**src/rtl/alu_pkg.sv**
```systemverilog
// Shared ALU constants: datapath width and opcode encoding.
package alu_pkg;

    localparam int unsigned DATA_W = 16;
    localparam int unsigned OP_W   = 4;

    localparam logic [OP_W-1:0] OP_ADD   = OP_W'(0);
    localparam logic [OP_W-1:0] OP_SUB   = OP_W'(1);
    localparam logic [OP_W-1:0] OP_AND   = OP_W'(2);
    localparam logic [OP_W-1:0] OP_OR    = OP_W'(3);
    localparam logic [OP_W-1:0] OP_XOR   = OP_W'(4);
    localparam logic [OP_W-1:0] OP_NOT   = OP_W'(5);
    localparam logic [OP_W-1:0] OP_SHL   = OP_W'(6);
    localparam logic [OP_W-1:0] OP_SHR   = OP_W'(7);
    localparam logic [OP_W-1:0] OP_SAR   = OP_W'(8);
    localparam logic [OP_W-1:0] OP_ROL   = OP_W'(9);
    localparam logic [OP_W-1:0] OP_ROR   = OP_W'(10);
    localparam logic [OP_W-1:0] OP_INC   = OP_W'(11);
    localparam logic [OP_W-1:0] OP_DEC   = OP_W'(12);
    localparam logic [OP_W-1:0] OP_CMP   = OP_W'(13);
    localparam logic [OP_W-1:0] OP_PASSA = OP_W'(14);
    localparam logic [OP_W-1:0] OP_PASSB = OP_W'(15);

endpackage

```
**src/rtl/alu_arith.sv**
```systemverilog
// Shared adder for ADD/SUB/CMP/INC/DEC: {cout,sum} = a + b_mux + cin_mux.
module alu_arith
    import alu_pkg::*;
(
    input  logic [DATA_W-1:0] a,
    input  logic [DATA_W-1:0] b,
    input  logic [OP_W-1:0]   op,
    input  logic              cin,
    output logic [DATA_W-1:0] sum,
    output logic              cout,
    output logic              ovf
);

    logic [DATA_W-1:0] b_mux;
    logic              cin_mux;

    // Subtraction is a + ~b + carry, so Cin acts as not-borrow.
    always_comb begin
        b_mux   = b;
        cin_mux = cin;
        case (op)
            OP_SUB: begin
                b_mux   = ~b;
                cin_mux = cin;
            end
            OP_CMP: begin
                b_mux   = ~b;
                cin_mux = 1'b1;
            end
            OP_INC: begin
                b_mux   = '0;
                cin_mux = 1'b1;
            end
            OP_DEC: begin
                b_mux   = '1;
                cin_mux = 1'b0;
            end
            default: ;
        endcase
    end

    assign {cout, sum} = (DATA_W+1)'(a) + (DATA_W+1)'(b_mux) + (DATA_W+1)'(cin_mux);
    assign ovf = (a[DATA_W-1] == b_mux[DATA_W-1]) && (sum[DATA_W-1] != a[DATA_W-1]);

endmodule

```
**src/rtl/alu_16bit.sv**
```systemverilog
// Registered 16-bit ALU execution stage: one operation per enabled clock edge,
// result and Z/C/V/N flags registered.
module alu_16bit
    import alu_pkg::*;
(
    input  logic              CLK,
    input  logic              RST,
    input  logic              EN,
    input  logic [DATA_W-1:0] A,
    input  logic [DATA_W-1:0] B,
    input  logic [OP_W-1:0]   OpCode,
    input  logic              Cin,
    output logic [DATA_W-1:0] Result,
    output logic              Zero,
    output logic              Carry,
    output logic              Overflow,
    output logic              Negative
);

    localparam int unsigned MSB = DATA_W - 1;

    logic [DATA_W-1:0] arith_sum;
    logic              arith_cout;
    logic              arith_ovf;

    logic [DATA_W-1:0] res_c;
    logic              carry_c;
    logic              ovf_c;

    alu_arith u_arithmetic_unit (
        .a    (A),
        .b    (B),
        .op   (OpCode),
        .cin  (Cin),
        .sum  (arith_sum),
        .cout (arith_cout),
        .ovf  (arith_ovf)
    );

    // Next result and carry/overflow per opcode.
    always_comb begin
        res_c   = '0;
        carry_c = 1'b0;
        ovf_c   = 1'b0;
        case (OpCode)
            OP_ADD, OP_SUB, OP_CMP, OP_INC, OP_DEC: begin
                res_c   = arith_sum;
                carry_c = arith_cout;
                ovf_c   = arith_ovf;
            end
            OP_AND:   res_c = A & B;
            OP_OR:    res_c = A | B;
            OP_XOR:   res_c = A ^ B;
            OP_NOT:   res_c = ~A;
            OP_SHL: begin
                res_c   = {A[MSB-1:0], 1'b0};
                carry_c = A[MSB];
            end
            OP_SHR: begin
                res_c   = {1'b0, A[MSB:1]};
                carry_c = A[0];
            end
            OP_SAR: begin
                res_c   = {A[MSB], A[MSB:1]};
                carry_c = A[0];
            end
            OP_ROL: begin
                res_c   = {A[MSB-1:0], A[MSB]};
                carry_c = A[MSB];
            end
            OP_ROR: begin
                res_c   = {A[0], A[MSB:1]};
                carry_c = A[0];
            end
            OP_PASSA: res_c = A;
            OP_PASSB: res_c = B;
            default: ;
        endcase
    end

    always_ff @(posedge CLK or posedge RST) begin
        if (RST) begin
            Result   <= '0;
            Zero     <= 1'b0;
            Carry    <= 1'b0;
            Overflow <= 1'b0;
            Negative <= 1'b0;
        end else if (EN) begin
            Result   <= res_c;
            Zero     <= (res_c == '0);
            Carry    <= carry_c;
            Overflow <= ovf_c;
            Negative <= res_c[MSB];
        end
    end

endmodule

```
**config.mk**
```make
export PLATFORM = sky130hd
export DESIGN_NAME = alu_16bit
export DESIGN_NICKNAME = d
export VERILOG_FILES = /design/src/rtl/alu_pkg.sv /design/src/rtl/alu_arith.sv /design/src/rtl/alu_16bit.sv
export SDC_FILE = /design/constraint.sdc
export NUM_CORES = 1
export LEC_CHECK = 0
export CAP_MARGIN = 40
export CORE_MARGIN = 2
export CORE_UTILIZATION = 55
export CTS_CLUSTER_DIAMETER = 60
export DETAILED_ROUTE_END_ITERATION = 6
export PLACE_DENSITY_LB_ADDON = 0.25
export RECOVER_POWER = 25
export SLEW_MARGIN = 5
export SYNTH_ARGS = -nofsm -noshare
export SYNTH_HDL_FRONTEND = slang
export SYNTH_SLANG_ARGS = --single-unit
export TNS_END_PERCENT = 100
```
**constraint.sdc**
```tcl
create_clock -name CLK -period 1.6 [get_ports CLK]
set_input_delay 0.32 -clock CLK [delete_from_list [all_inputs] [get_ports CLK]]
set_output_delay 0.32 -clock CLK [all_outputs]
set_load 0.01 [all_outputs]
```
==> results.tsv, run 1 <==
stage	metric	value	unit
outcome	status	aborted with a tool error	
outcome	Exit stage	global routing	
outcome	run-stopping error	[ERROR GRT-0232] Routing congestion too high. Check the congestion heatmap in the GUI.	
die	row count	31	
placement	Port Buffers	59	
cts	total CTS buffers	3	
cts	root buffer cell	clkbuf_8	
cts	clk buf depth	2	
cts	# H-tree levels	1	
synth	Synth Instances	582	
placement	routability cong.	1.006	
synth	mapped cell area	4138	um2
synth	Async SR Flop Fraction	100.0	%
cts	TritonCTS Sinks	19	
synth	top cell type's share of synthesized area	14.51	%
die	Initial Utilization	57.05	%
synth	list of most frequent post-synthesis cells	60 x nor2_1, 49 x o21ai_0, 48 x ha_1, 47 x nand2_1, 44 x a21oi_1	
placement	placed cell areas	6032	um2
synth	Seq/Total Area, Yosys	11.49	%
synth	top post-synthesis cells by area	ha_1 15%, dfrtp_1 11%, o21ai_0 5.9%	
die	Die X-Extent	90.74	um
synth	Syn Area/Cell	7.109	um2
synth	largest area contributor in the netlist	ha_1	
global_routing	pin count of the biggest net entering global routing	50	
synth	Mapped Nets	672	
global_routing	total congestion overflow	199	
synth	Syn. warnings	0	
placement	HPWL Detailed	13260	um
sta	GRT worst endpoint	Zero$_DFFE_PP0P_/D	
synth	number of synthesized flops with an enable pin	0	
die	I/O pin total	60	
synth	ys flop type	dfrtp_1	
global_routing	Total Routing Usage GR	80.51	%
synth	most frequent cell after synthesis	nor2_1	
synth	Synth cell types	75	
die	chip height	90.74	um
placement	placed instance count	874	
synth	flop and latch count out of synthesis	19	
sta	WEP type	sequential cell input	
per-layer routing:
layer / GRT overflow / track usage [%]
met3: 0 / 55.43
met5: 0 / 5.128
met2: 133 / 102.1
met4: 64 / 90.26
met1: 2 / 80.29
logic make-up after synthesis:
kind of cell	after synthesis	share of synthesized area, %
xor+xnor	17	3.598
buf+inv	83	9.041
compound gates	210	34.26
mux	16	4.203
simple gates	187	21.92
fa+ha+maj	50	15.48
flops	19	11.49
per-stage QoR:
| step | util, % | worst slack (ps) |
|---|---|---|
| 3_3_place_gp | 83.16 | -2119 |
| 2_1_floorplan | - | -1698 |
| 4_1_cts | 90.24 | -1558 |
| 3_5_place_dp | 83.16 | -2309 |
timing repair:
action / CTS
endpoints found under the setup margin: 19
hold buffers: 0
pin swaps: 57
setup buffers: 21
gates resized for setup: 95
cloned: 0
==> run 2: changes to the inputs <==
Settings changed: CORE_UTILIZATION 55 to 40, CTS_CLUSTER_DIAMETER 60 to default, PLACE_DENSITY_LB_ADDON 0.25 to 0.15.
==> run 2 against run 1 <==
Effect of this change: synthesized cell count did not move; synthesized area unchanged; the flow now finishes, with violations (negative setup slack).
==> results.tsv, run 2 <==
stage	metric	value	unit	change
synth	list of most frequent post-synthesis cells	60 x nor2_1, 49 x o21ai_0, 48 x ha_1, 47 x nand2_1, 44 x a21oi_1		
pwr	pwr/cell area	539.8	nW/um2	
final_layout	most frequent cells in the layout	179 x buf_4, 55 x nor2_1, 50 x clkdlybuf4s50_1, 42 x ha_1, 40 x inv_1		
sta	Setup Viol. Count Final	19		
setup_path	worst r2r src	Result[0]		
placement	placed instance count	919		+5.1%
die	Die X-Extent	105.7	um	+16%
sta	final period utilization	200.1	%	
pwr	sw power	1.561	mW	
synth	top post-synthesis cells by area	ha_1 15%, dfrtp_1 11%, o21ai_0 5.9%		
cts	clk buf depth	2		unchanged
die	die area	11170	um2	
setup_path	worst r2r dst	Result[0]		
placement	Port Buffers	59		unchanged
setup_path	CP Capture Type	flop		
outcome	status	finished with violations		
synth	top cell type's share of synthesized area	14.51	%	unchanged
placement	placed cell areas	6133	um2	+1.7%
pwr	Flop pwr share	16.5	%	
final_layout	share of cells above drive strength 1	38.65	%	
outcome	failing checks	negative setup slack		
sta	final hold vios	0		
sta	Final WS setup	-1602	ps	
final_layout	ANT cells	0		
synth	Synth cell types	75		unchanged
routing	WL/cell	18.91	um	
cts	total CTS buffers	3		unchanged
sta	TNS Setup	-22310	ps	
sta	unrepaired setup endpoints after global routing	true		
placement	routability cong.	0.9634		-4.2%
routing	DR iter-0 viols	328		
routing	routed via count	5582		
pwr	clock group share of total power	9.1	%	
pwr	Switching Share	41.38	%	
final_layout	Filler cells	885		
synth	flop and latch count out of synthesis	19		unchanged
setup_path	Startpoint Class	input port		
min_path	WHS Endpoint	Result[6]		
sta	Final Hold Slack	494.3	ps	
pwr	Pleak	3.196	nW	
final_layout	max reg flops	16		
cts	TritonCTS Sinks	19		unchanged
synth	Syn Area/Cell	7.109	um2	unchanged
global_routing	global-route wire length before repair	28940	um	
synth	most frequent cell after synthesis	nor2_1		
synth	mapped cell area	4138	um2	unchanged
synth	Mapped Nets	672		unchanged
final_layout	Reg area	475.5	um2	
final_layout	area occupied by multi-input gates	3831	um2	
cts	TritonCTS clock tree	done		
setup_path	CP Class	in -> reg		
routing	drt drc	0		
final_layout	most common cell after layout, fill and taps aside	buf_4		
pwr	combinational fraction of design power	74.5	%	
final_layout	synth-to-layout area growth	68.91	%	
global_routing	pin count of the biggest net entering global routing	53		
synth	number of synthesized flops with an enable pin	0		unchanged
final_layout	Largest Register	Result		
final_layout	Final #Nets	906		
final_layout	Layout Cells excl Fill	951		
min_path	HP Class	reg -> reg		
synth	ys flop type	dfrtp_1		
sta	Worst-Margin Slew	1034	ps	
cts	Reg clk slew, reported paths	80	ps	
setup_path	CP Data Required Time	1760	ps	
die	Core Region	10180	um2	
job	max-cap violations	0		
sta	fin. max-slew vios	0		
global_routing	vias in the first global route	5641		
cts	worst skew pair latency	260	ps	
setup_path	CP arrival	3360	ps	
synth	Syn. warnings	0		unchanged
cts	root buffer cell	clkbuf_8		
sta	Min Clock Period, post-route	3202	ps	
global_routing	initial antenna violation count	0		
sta	Layout Skew	0	ps	
setup_path	R2R Setup Slk	830	ps	
routing	via density per instance	5.870		
placement	HPWL Detailed	13490	um	+1.8%
final_layout	Non-Filler Cell Area, Final	6989	um2	
min_path	Hold Path Depth	2		
routing	post-route ant nets	0		
setup_path	crit-path max FO	4		
pwr	P_int	2.212	mW	
synth	Synth Instances	582		unchanged
die	row count	37		+19%
cts	# H-tree levels	1		unchanged
synth	Async SR Flop Fraction	100.0	%	unchanged
routing	First-pass DRT Iterations	5		
die	I/O pin total	60		unchanged
routing	Routed WL	17980	um	
die	Initial Utilization	40.63	%	-16 points
sta	Slew HR	31.05	%	
die	chip height	105.7	um	+16%
sta	FMAX	312.3	MHz	
pwr	Max IR drop VDD	0.4864	mV	
min_path	origin of the worst min-delay path	Result[6]		
global_routing	total congestion overflow	0		
synth	largest area contributor in the netlist	ha_1		
global_routing	Total Routing Usage GR	32.06	%	
setup_path	reg2reg path depth	1		
synth	Seq/Total Area, Yosys	11.49	%	unchanged
final_layout	fin util	68.62	%	
==> run 2: cell counts after synthesis <==
No cell type changed its count.
==> run 2: worst max-delay path, cell delays in order <==
cell and delay, ps:
buf_8 100, buf_6 120, nor2_4 130, nand2_4 90
o22ai_2 160, a22oi_2 90, fa_2 380, fa_2 350
nand2b_4 150, a21o_4 240, a211o_1 360, buf_6 140
a31o_2 180, o211ai_1 260, a311oi_2 70, nand4b_1 130
o21ai_1 80
==> run 2: worst max-delay path by stage <==
stage                         start   end  slack (ps)  cells after the start
after floorplan           OpCode[0]  Zero       -1700                     18
after detailed placement  OpCode[3]  Zero       -2380                     17
final                     OpCode[3]  Zero       -1600                     17
after CTS                 OpCode[3]  Zero       -1570                     15
after global placement    OpCode[3]  Zero       -2280                     17
after global routing      OpCode[2]  Zero       -1720                     17
==> run 2: power groups by stage <==
stage / Combinational (mW) / Clock [mW] / Sequential, mW
6_report: 2.81 / 0.342 / 0.622
5_1_grt: 3.01 / 0.373 / 0.632
4_1_cts: 2.63 / 0.351 / 0.622
3_5_place_dp: 2.31 / 0 / 0.630
3_3_place_gp: 2.29 / 0 / 0.625
2_1_floorplan: 1.11 / 0 / 0.669
==> run 2: cell type report <==
| type | count | area share (%) |
|---|---|---|
| Multi-Input combinational cell | 480 | 54.82 |
| Tap cell | 136 | 2.435 |
| Sequential cell | 19 | 6.803 |
| Clock buffer | 3 | 0.5908 |
| Timing Repair Buffer | 270 | 33.03 |
| Clock inverter | 1 | 0.07161 |
| Inverter | 42 | 2.256 |
==> run 2: per-stage QoR <==
stage / power, mW / worst slack, ps
after floorplan: 1.777 / -1698
after global placement: 2.912 / -2280
after detailed placement: 2.943 / -2378
after CTS: 3.604 / -1573
after global routing: 4.014 / -1723
final: 3.773 / -1602
==> run 2: logic make-up after synthesis <==
kind of cell             count (synthesis)  synth area share [%]
AO/OA/AOI/OAI                          210                 34.26
AND/OR/NAND/NOR                        187                 21.92
buffers and inverters                   83                 9.041
adder cells (fa/ha/maj)                 50                 15.48
flip-flops                              19                 11.49
XOR/XNOR                                17                 3.598
multiplexers                            16                 4.203
==> run 2: what timing repair did <==
action / in CTS / in global routing
gates cloned: 0 / 0
pin swaps: 35 / 41
resized for setup: 101 / 55
setup endpoints to repair: 19 / 19
buffers inserted: 37 / 10
hold buffers: 0 / 0
==> run 2: layer usage <==
metal / vias to the layer above / part of all wire (%) / track usage (%)
met5: - / 0 / 0
met1: 2699 / 42 / 40.50
met4: 0 / 4.4 / 11.84
met3: 56 / 5.4 / 3.154
met2: 216 / 48 / 56.31
li1: 2611 / - / -
Power figures use the tool's default switching activity.
